<file path="src/rtl/uart_pkg.sv">
// ============================================================================
// Module   : uart_pkg
// Brief    : Shared UART data types and default sizing for the RX/TX buffers.
// Revision : 1.0 - initial release
// ============================================================================
`default_nettype none

package uart_pkg;

    localparam int UART_DATA_WIDTH = 8;
    localparam int RX_FIFO_DEPTH   = 16;
    localparam int ERR_COUNT_WIDTH = 8;

    typedef logic [UART_DATA_WIDTH-1:0] uart_byte_t;

endpackage

`default_nettype wire

</file>
<file path="src/rtl/sync_fifo.sv">
// ============================================================================
// Module   : sync_fifo
// Brief    : Generic single-clock show-ahead FIFO; push while full is accepted
//            only when a pop happens in the same cycle.
// Revision : 1.0 - initial release
// ============================================================================
`default_nettype none

module sync_fifo #(
    parameter int WIDTH = 8,
    parameter int DEPTH = 16
) (
    input  logic                     clk,
    input  logic                     reset,
    input  logic                     push,
    input  logic [WIDTH-1:0]         wr_data,
    input  logic                     pop,
    output logic [WIDTH-1:0]         rd_data,
    output logic [$clog2(DEPTH):0]   level,
    output logic                     full,
    output logic                     empty
);

    localparam int c_ptr_w = $clog2(DEPTH);
    localparam int c_lvl_w = c_ptr_w + 1;

    logic [WIDTH-1:0]   r_mem [DEPTH];
    logic [c_ptr_w-1:0] r_wptr;
    logic [c_ptr_w-1:0] r_rptr;
    logic [c_lvl_w-1:0] r_level;
    logic               w_wr_en;
    logic               w_rd_en;

    assign full    = (r_level == c_lvl_w'(DEPTH));
    assign empty   = (r_level == '0);
    assign level   = r_level;
    assign rd_data = r_mem[r_rptr];

    // When full, the write slot equals the head slot; a same-cycle pop has
    // already presented the old head combinationally, so overwriting is safe.
    assign w_wr_en = push && (!full || pop);
    assign w_rd_en = pop && !empty;

    always_ff @(posedge clk) begin
        if (w_wr_en) begin
            r_mem[r_wptr] <= wr_data;
        end
    end

    always_ff @(posedge clk) begin
        if (reset) begin
            r_wptr  <= '0;
            r_rptr  <= '0;
            r_level <= '0;
        end else begin
            if (w_wr_en) begin
                r_wptr <= r_wptr + c_ptr_w'(1);
            end
            if (w_rd_en) begin
                r_rptr <= r_rptr + c_ptr_w'(1);
            end
            case ({w_wr_en, w_rd_en})
                2'b10:   r_level <= r_level + c_lvl_w'(1);
                2'b01:   r_level <= r_level - c_lvl_w'(1);
                default: r_level <= r_level;
            endcase
        end
    end

endmodule

`default_nettype wire

</file>
<file path="src/rtl/uart_rx_fifo.sv">
// ============================================================================
// Module   : uart_rx_fifo
// Brief    : UART receive buffer: delayed byte capture into a show-ahead FIFO,
//            valid/ready output, sticky framing/overflow flags and counters.
// Revision : 1.0 - initial release
// ============================================================================
`default_nettype none

module uart_rx_fifo
    import uart_pkg::*;
#(
    parameter int DEPTH       = RX_FIFO_DEPTH,
    parameter int COUNT_WIDTH = ERR_COUNT_WIDTH
) (
    input  logic                     clk,
    input  logic                     reset,
    input  uart_byte_t               rxData,
    input  logic                     rxDone,
    input  logic                     rxErr,
    output uart_byte_t               outData,
    output logic                     outValid,
    input  logic                     outReady,
    output logic [$clog2(DEPTH):0]   level,
    output logic                     full,
    output logic                     frameErr,
    output logic                     overflow,
    output logic [COUNT_WIDTH-1:0]   frameErrCount,
    output logic [COUNT_WIDTH-1:0]   overflowCount,
    input  logic                     clearErr
);

    localparam logic [COUNT_WIDTH-1:0] c_cnt_max = '1;
    localparam logic [COUNT_WIDTH-1:0] c_cnt_one = COUNT_WIDTH'(1);

    logic r_done_dly;
    logic w_push;
    logic w_pop;
    logic w_drop;
    logic w_empty;

    // The receiver's data is only stable the cycle after its done pulse.
    assign w_push   = r_done_dly;
    assign w_pop    = outValid && outReady;
    assign w_drop   = w_push && full && !w_pop;
    assign outValid = !w_empty;

    sync_fifo #(
        .WIDTH (UART_DATA_WIDTH),
        .DEPTH (DEPTH)
    ) u_fifo (
        .clk     (clk),
        .reset   (reset),
        .push    (w_push),
        .wr_data (rxData),
        .pop     (w_pop),
        .rd_data (outData),
        .level   (level),
        .full    (full),
        .empty   (w_empty)
    );

    always_ff @(posedge clk) begin
        if (reset) begin
            r_done_dly <= 1'b0;
        end else begin
            r_done_dly <= rxDone;
        end
    end

    // A new event in the clearing cycle wins: flag stays set, count restarts at 1.
    always_ff @(posedge clk) begin
        if (reset) begin
            frameErr      <= 1'b0;
            frameErrCount <= '0;
        end else if (rxErr) begin
            frameErr <= 1'b1;
            if (clearErr) begin
                frameErrCount <= c_cnt_one;
            end else if (frameErrCount != c_cnt_max) begin
                frameErrCount <= frameErrCount + c_cnt_one;
            end
        end else if (clearErr) begin
            frameErr      <= 1'b0;
            frameErrCount <= '0;
        end
    end

    always_ff @(posedge clk) begin
        if (reset) begin
            overflow      <= 1'b0;
            overflowCount <= '0;
        end else if (w_drop) begin
            overflow <= 1'b1;
            if (clearErr) begin
                overflowCount <= c_cnt_one;
            end else if (overflowCount != c_cnt_max) begin
                overflowCount <= overflowCount + c_cnt_one;
            end
        end else if (clearErr) begin
            overflow      <= 1'b0;
            overflowCount <= '0;
        end
    end

endmodule

`default_nettype wire
</file>
<file path="config.mk">
export PLATFORM = sky130hd
export DESIGN_NAME = uart_rx_fifo
export DESIGN_NICKNAME = d
export VERILOG_FILES = /design/src/rtl/uart_pkg.sv /design/src/rtl/sync_fifo.sv /design/src/rtl/uart_rx_fifo.sv
export SDC_FILE = /design/constraint.sdc
export NUM_CORES = 1
export LEC_CHECK = 0
export CAP_MARGIN = 10
export CORE_MARGIN = 2
export CORE_UTILIZATION = 40
export CTS_CLUSTER_DIAMETER = 100
export DETAILED_ROUTE_END_ITERATION = 7
export PLACE_DENSITY = 0.69
export SLEW_MARGIN = 20
export SYNTH_ARGS = -nofsm -noshare
export SYNTH_HDL_FRONTEND = slang
export SYNTH_SLANG_ARGS = --single-unit
</file>
<file path="constraint.sdc">
create_clock -name clk -period 4.2 [get_ports clk]
set_input_delay 0.63 -clock clk [delete_from_list [all_inputs] [get_ports clk]]
set_output_delay 0.63 -clock clk [all_outputs]
set_load 0.02 [all_outputs]
</file>
Word level (Yosys, flattened, before mapping)
Memories as Yosys holds them, arrays and structs flattened. A register that Yosys moved wholly into a read port is not among the register bits.
Index checks and enable logic that the tools add are counted.
{"block": "word_totals", "ff_bits": 32, "ramBits": 128, "out_inout_bits": 33, "word_cells": 52, "n_memories": 1}
{"name": "u_fifo.r_mem", "depth": 16, "word_bits": 8, "rd": 1, "rd_ports_with_merged_regs": 1, "write_ports": 1, "line_no": "sync_fifo.sv:27", "text": "logic [WIDTH-1:0] r_mem [DEPTH];"}
{"block": "op_classes", "add_sub_neg": 6, "n_eq_ne": 5, "mux": 15, "n_reduce_logical": 17}
{"op": "$mux 8", "count": 7}
{"op": "$add 8x1->8 const B", "count": 2}
{"op": "$ne 8x8->1 const B", "count": 2}
{"op": "$pmux 5 s2", "count": 1}
{"op": "$reduce_bool 2->1", "count": 5}
{"op": "$add 4x1->4 const B", "count": 2}
{"op": "$mux 4", "count": 2}
{"op": "$add 5x1->5 const B", "count": 1}
{"op": "$eq 5x5->1 const B", "count": 1}
{"op": "$logic_and 1x1->1", "count": 5}
{"op": "$logic_not 5->1", "count": 1}
{"op": "$mux 1", "count": 5}
{"op": "$sub 5x1->5 const B", "count": 1}
{"op": "$reduce_and 2->1", "count": 2}
{"op": "$logic_not 1->1", "count": 3}
{"op": "$eq 2x1->1 const B", "count": 1}
{"op": "$eq 2x2->1 const B", "count": 1}
{"op": "$logic_or 1x1->1", "count": 1}

Logic depth before layout (Yosys ltp)
Gate-level depths: netlist of the first run.
{"block": "depth", "word_depth": 7, "depth_mapped": 13}

Cells and area by module
From an unflattened synthesis of the first run, not the netlist that was laid out.
{"block": "hier_totals", "hier_cells": 429, "area_unflattened_um2": 6786.5}
{"mod": "sync_fifo", "instances": 1, "cells_per_inst": 319, "area_per_inst_um2": 5811.8, "seq_area_each_um2": 4184.0}
{"mod": "uart_rx_fifo", "instances": 1, "cells_per_inst": 110, "area_per_inst_um2": 974.7, "seq_area_each_um2": 380.4}

Worst setup path before layout of the first run
Ideal clock, no wire load.
{"block": "synth_timing", "kind": "reg2reg", "startpoint": "register u_fifo.r_level[1], in the netlist u_fifo.level[1]", "endpoint": "register u_fifo.r_level[4], in the netlist u_fifo.level[4]", "setup_ns": 0.064, "arrival_time_ns": 3.146, "required_ns": 4.136, "setup_slack_ns": 0.990, "stages_incl_launch_ff": 14, "synth_period_minus_slack_ns": 3.210, "path_cell_list": "dfxtp_1 buf_6 or4_4 buf_6 o31ai_4 buf_6 ha_1 clkbuf_1 xor2_1 ha_1 o21ai_0 or3_1 a2111o_1 nand4_1"}
{"block": "synth_between", "elab_chain_cells": 7}
{"element": "from (decl)", "line_no": "sync_fifo.sv:30", "text": "logic [c_lvl_w-1:0] r_level;"}
{"element": "from (signal assigned)", "line_no": "sync_fifo.sv:63", "text": "2'b10: r_level <= r_level + c_lvl_w'(1);"}
{"element": "from (signal assigned)", "line_no": "sync_fifo.sv:64", "text": "2'b01: r_level <= r_level - c_lvl_w'(1);"}
{"element": "from (signal assigned)", "line_no": "sync_fifo.sv:65", "text": "default: r_level <= r_level;"}
{"element": "$logic_not 5->1", "line_no": "sync_fifo.sv:35", "text": "assign empty = (r_level == '0);"}
{"element": "$logic_not 1->1", "line_no": "sync_fifo.sv:42, uart_rx_fifo.sv:45"}
{"element": "$logic_and 1x1->1", "line_no": "uart_rx_fifo.sv:43", "text": "assign w_pop = outValid && outReady;"}
{"element": "$logic_or 1x1->1", "line_no": "sync_fifo.sv:41", "text": "assign w_wr_en = push && (!full || pop);"}
{"element": "$logic_and 1x1->1", "line_no": "sync_fifo.sv:41"}
{"element": "$eq 2x1->1 / $eq 2x2->1 (equally long branches)", "line_no": "sync_fifo.sv:62", "text": "case ({w_wr_en, w_rd_en})"}
{"element": "$pmux 5 s2 / $reduce_bool 2->1 (equally long branches)"}
Parallel ways exist; a longest one is shown, timed or not.
A chain may end at the register's enable or synchronous reset.

Final worst setup path of the first run
Same ends and word-level chain as after synthesis.

==> reports/summary.txt, run 1 <==
Post-synth EDFFs: 128
Cts repair resizes: 0
Setup Buffers After CTS: 0
Critical Path Most Common Cell: ha_1
Fillers: 1,400
Cell Area, Synth: 0.00681 mm²
Rel. slew slack: 36.8%
Leakage: 2.60 nW
CTS tree: yes
Final hold violation count: 0
Worst Tran Pin Value: 0.945 ns
Skew-Pair Late Insertion Delay: 0.42 ns
Detail Route Antenna Nets: 0
CP Launch Type: register
Simple-gate share of the synthesized area: 9.24%
DR vias/cell: 5.44
Die area: 0.0181 mm²
Register area share after synthesis: 67.0%
Worst vdd rail ir drop: 607 µV
Final min period: 3.34 ns
Most frequent cell after synthesis: edfxtp_1
Diodes inserted: 0
Reg-to-reg slack, setup: 0.86 ns
Worst-path clk slew: 0.06 ns
Vias in the first global route: 3,980
Top delay family on crit path: simple AND/OR/NAND/NOR gates
Final period util: 79.4%
Worst Path Max Fanout: 16
Worst path max stage delay: 0.61 ns
Library cells used by synthesis: 54
Compound-Gate Fraction of Synth Area: 7.03%
Unrepaired setup endpoints after global routing: false
DR pass1 iterations: 5
Max-cap check violation count: 0
Final setup vio count: 0
FMAX: 300 MHz
Synth area leaders: edfxtp_1 (56%), dfxtp_1 (11%), mux4_2 (11%)
Post-synthesis register bit count: 164
# nets final: 510
TNS Setup: 0 ns
Post-route DRC: 0
Synth top area share: 56.4%
Nature of the critical path endpoint: register
WL/cell: 18.2 µm
Pwr Total: 0.00423 W
Vias after detailed routing: 3,903
Setup slack at placement: 0.615 ns
Clk Tree Root Cell: clkbuf_16
Most frequent cells after synthesis: edfxtp_1 (128), dfxtp_1 (36), mux4_2 (32)
Synth area leader: edfxtp_1
Global route overflow: 0
Post-Syn Instances: 440
Pins Over Slew Limit: 0
Buf+Inv Stages, Crit Path: 0
Status: completed
GR Util All Layers: 15.4%
Share of cells above drive strength 1: 14.9%
Pwr dens: 525 mW/mm²
I/O pin count: 47
Starting density of the core: 40.9%
Clock sink count: 164
Main combinational cell family by area after synthesis: multiplexers
Initial antenna violation count: 0
Critical path arrival: 3.70 ns
Synthesized-area fraction occupied by adder cells: 2.02%
Most used DFF post-synth: edfxtp_1
Mean Syn Cell Area: 15.5 µm²
Post-synth ARST share: 0%
Core Rows: 47
Final wirelength: 13,000 µm
Slowest library cell on the worst path: or4_4
PnR worst setup slack: 0.863 ns
Clk buf depth: 2
Min-Delay Path Class: reg -> reg
Skew final: 0.0214 ns
Critical path type: reg -> reg
CP Data Required Time: 4.56 ns
Die W: 135 µm
Die Y: 135 µm
Core area: 0.0166 mm²
CTS Buf Count: 17
Area growth, synth to finish: 18.3%
Xor and xnor area share after synthesis: 1.16%
Cts hold-fix bufs: 0
Mapped Nets: 465
Synth warn: 0
Port Buf Inserts: 46
Total number of H-tree levels: 4
DP Wirelength: 8450 µm
Pin count of the biggest net entering global routing: 33
Cell breakdown of the critical path: or4_4, o31ai_4, ha_1, xor2_1, ha_1, o21ai_0, or3_1, a2111o_1, nand4_1
First-pass GRT wire length: 21,100 µm
Iteration-0 DRC Markers: 336
RD Place Congestion: 0.806
Multiplexer share of the synthesized area: 11.0%
final timing paths:
kind | startpoint | endpoint | cells past startpoint
worst max-delay path | u_fifo.level[1] | u_fifo.level[4] | 9
worst min-delay path | overflow | overflow | 2
worst max register to register | u_fifo.level[1] | u_fifo.level[4] | 9
worst min register to register | overflow | overflow | 2
per-layer routing:
layer | share of wire [%] | vias to the layer above | track usage, %
li1 | - | 1827 | -
met1 | 44 | 1963 | 20.5
met2 | 51 | 109 | 25.5
met3 | 4.4 | 4 | 4.20
met4 | 0.31 | 0 | 3.22
met5 | 0 | - | 0
where the power goes:
group	switching (W)	internal, W
Combinational	0.000446	0.000398
Clock	0.000601	0.000927
Sequential	0.0000662	0.00180
worst register-to-register path: cells and delay by family (launching register included):
family	cells	cell delay [ns]
and+or+nand+nor	3	1.03
AOI/OAI and AO/OA	3	1.02
adders and majority gates	2	0.65
DFF	1	0.40
xor gates and xnor gates	1	0.19
cell families after synthesis:
group / count (synthesis)
AO/OA/AOI/OAI: 66
XOR/XNOR: 9
adder cells (fa/ha/maj): 11
buffers and inverters: 39
flip-flops: 164
multiplexers: 35
AND/OR/NAND/NOR: 116
final cells by class:
class                           instances  area [µm²]  share of cell area, %
Tap cell                              220         275                   3.42
Clock inverter                         14         158                   1.96
Timing Repair Buffer                   53         513                   6.37
Multi-Input combinational cell        237        2080                   25.8
Clock buffer                           17         425                   5.28
Sequential cell                       164        4570                   56.7
Inverter                               12        45.0                  0.559
layout by cell type (no fill, tap or decap), types with 8 or more instances in the layout:
| cell | netlist | routed |
|---|---|---|
| inv_1 | 12 | 12 |
| edfxtp_1 | 128 | 128 |
| nand3_1 | 10 | 10 |
| nor3_1 | 8 | 8 |
| clkdlybuf4s50_1 | 0 | 46 |
| nand2_1 | 23 | 23 |
| a22oi_1 | 16 | 16 |
| mux4_2 | 32 | 32 |
| a21oi_1 | 15 | 15 |
| nor2_1 | 23 | 23 |
| ha_1 | 11 | 11 |
| clkbuf_16 | 0 | 17 |
| dfxtp_1 | 36 | 35 |
state kept, by name, indices dropped and copies added (netlist names), named ones only:
name,count
r_done_dly,1
frameErrCount,8
u_fifo.r_mem,128
overflow,1
u_fifo.level,5
overflowCount,8
frameErr,1
u_fifo.r_wptr,4
u_fifo.r_rptr,4
metrics by stage:
| stage | utilization [%] | area (µm²) | hold WS, ns | cells |
|---|---|---|---|---|
| finish | 48.4 | 8060 | 0.465 | 717 |
| global route | 48.4 | 8060 | 0.493 | 717 |
| CTS | 48.4 | 8060 | 0.470 | 717 |
| detailed placement | 44.9 | 7470 | 0.457 | 686 |
| global placement | 44.9 | 7470 | 0.449 | 686 |
| floorplan | - | 6810 | 0.485 | 440 |
(Power assumes the default switching activity.)
==> run 2: changes to the inputs <==
PLACE_DENSITY = 0.71   (was 0.69)
clock period = 3.05 ns   (was 4.2 ns; I/O delays follow)
==> reports/summary.txt, run 2 (same netlist as run 1, synthesis figures left out) <==
Unrepaired setup endpoints after global routing: false
Min-Delay Path Class: reg -> reg
Combinational fraction of design power: 21.1% (+1.2 points)
Clk buf depth: 2 (unchanged)
Int Pwr: 0.00417 W (+33%)
Port Buf Inserts: 46 (unchanged)
Total number of H-tree levels: 4 (unchanged)
Pin count of the biggest net entering global routing: 33 (unchanged)
Final wirelength: 13,900 µm (+6.2%)
Die area: 0.0181 mm² (unchanged)
Die Y: 135 µm (unchanged)
Area growth, synth to finish: 20.5%
Fillers: 1,393 (-0.50%)
Worst Tran Pin Value: 0.705 ns (-0.240 ns)
Net switching power: 0.00171 W (+54%)
Status: completed
TNS Setup: 0 ns (unchanged)
Vias in the first global route: 4,020 (+1.0%)
Skew final: 0.0137 ns (-0.00775 ns)
Starting density of the core: 40.9% (unchanged)
Global route overflow: 0 (unchanged)
Initial antenna violation count: 0 (unchanged)
Skew-Pair Late Insertion Delay: 0.43 ns (about the same)
Worst-path clk slew: 0.07 ns (about the same)
DP Wirelength: 8700 µm (+2.9%)
Final core utilization: 49.4% (+0.94 points)
Worst Path Max Fanout: 16 (unchanged)
Rel. slew slack: 52.9% (+16 points)
Final min period: 2.94 ns
Sw frac: 29.2% (+2.9 points)
Iteration-0 DRC Markers: 311 (-7.4%)
Final period util: 96.5%
Final setup vio count: 0 (unchanged)
Share of cells above drive strength 1: 18.3% (+3.4 points)
Pwr Total: 0.00588 W (+39%)
WL/cell: 19.0 µm (+4.6%)
Diodes inserted: 0 (unchanged)
Max-cap check violation count: 0 (unchanged)
I/O pin count: 47 (unchanged)
GR Util All Layers: 16.1% (+0.77 points)
Setup Buffers After CTS: 0 (unchanged)
FMAX: 340 MHz
CP Data Required Time: 2.59 ns (-1.97 ns)
DP Area: 0.00757 mm² (+1.3%)
Leakage: 2.73 nW (+4.9%)
Die W: 135 µm (unchanged)
Most frequent cells in the layout: edfxtp_1 (128), clkdlybuf4s50_1 (40), dfxtp_1 (33)
Pwr dens: 716 mW/mm² (+36%)
Sequential share of power: 43.7% (-0.3 points)
Clock group share of total power: 35.2% (-0.9 points)
Critical path type: reg -> out
Vias after detailed routing: 4,006 (+2.6%)
Nature of the critical path endpoint: output pin
Worst vdd rail ir drop: 799 µV (+31%)
CP Launch Type: register
Clock sink count: 164 (unchanged)
RD Place Congestion: 0.820 (+1.7%)
Critical path arrival: 2.48 ns (-1.22 ns)
DR pass1 iterations: 5 (unchanged)
Max reg flops: 128 (unchanged)
Pins Over Slew Limit: 0 (unchanged)
Detail Route Antenna Nets: 0 (unchanged)
Core area: 0.0166 mm² (unchanged)
Core Rows: 47 (unchanged)
# nets final: 520 (+2.0%)
First-pass GRT wire length: 21,900 µm (+3.4%)
Top Registers: u_fifo.r_mem (128), frameErrCount (8), overflowCount (8)
Clk Tree Root Cell: clkbuf_16
Biggest register: u_fifo.r_mem
DR vias/cell: 5.50 (+1.1%)
Fin area: 0.00821 mm² (+1.9%)
Final hold violation count: 0 (unchanged)
CTS Buf Count: 17 (unchanged)
Commonest non-fill, non-tap cell in the layout: edfxtp_1
CTS tree: yes
Hold WS: 0.473 ns (+0.00820 ns)
Post-route DRC: 0 (unchanged)
[run 2: cell count changes in the layout (fill, tap and decap cells not counted), sizes merged]
cell,before,now
dlymetal6s2s,0,6
bufbuf,0,1
clkinv,6,5
buf,7,16
inv,15,20
bufinv,3,0
clkdlybuf4s50,46,40
[run 2: final cells by class]
class                   count  area (µm²)  share of cell area (%)
clock buffers              17         425                    5.18
multi-input cells         237        2090                    25.5
repair buffers             63         653                    7.95
clock inverters            15         155                    1.89
well taps                 220         275                    3.35
flip-flops and latches    164        4570                    55.6
inverters                  12        45.0                   0.548
[run 2: worst max-delay path: stages (launching register included)]
cell and delay (ns):
dfxtp_2 0.38, bufbuf_16 0.34, mux4_2 0.51, a22oi_1 0.20
nand2_1 0.08, clkdlybuf4s50_1 0.54
[run 2: layer usage]
layer	track usage (%)	wire, µm	up-vias
met3	4.73	730	12
met4	4.33	149	0
met1	20.6	5940	2009
met5	0	0	-
met2	27.1	7030	125
li1	-	-	1860
[run 2: power by group through the flow]
stage | logic (W) | clock network (W) | registers [W]
floorplan | 0.000875 | 0 | 0.00260
global placement | 0.00117 | 0 | 0.00260
detailed placement | 0.00120 | 0 | 0.00261
CTS | 0.00124 | 0.00211 | 0.00256
global route | 0.00135 | 0.00222 | 0.00258
finish | 0.00124 | 0.00207 | 0.00257
[run 2: worst paths after layout]
check / from / cells past startpoint / endpoint / slack [ns]
hold / removal: overflow / 2 / overflow / 0.47
setup / recovery: register / 5 / outData[0] / 0.11
hold reg to reg: overflow / 2 / overflow / 0.47
setup reg to reg: u_fifo.level[0] / 9 / u_fifo.level[4] / 0.21
[run 2: what timing repair did]
action,in CTS,in global routing
endpoints found under the setup margin,2,7
cloned,1,0
hold buffers,0,0
resized for setup,0,8
[run 2: through the flow]
stage / setup WS, ns / cells
global route: 0.00978 / 728
finish: 0.108 / 728
global placement: 0.223 / 695
CTS: 0.0318 / 728
detailed placement: 0.136 / 695
floorplan: -0.0599 / 440
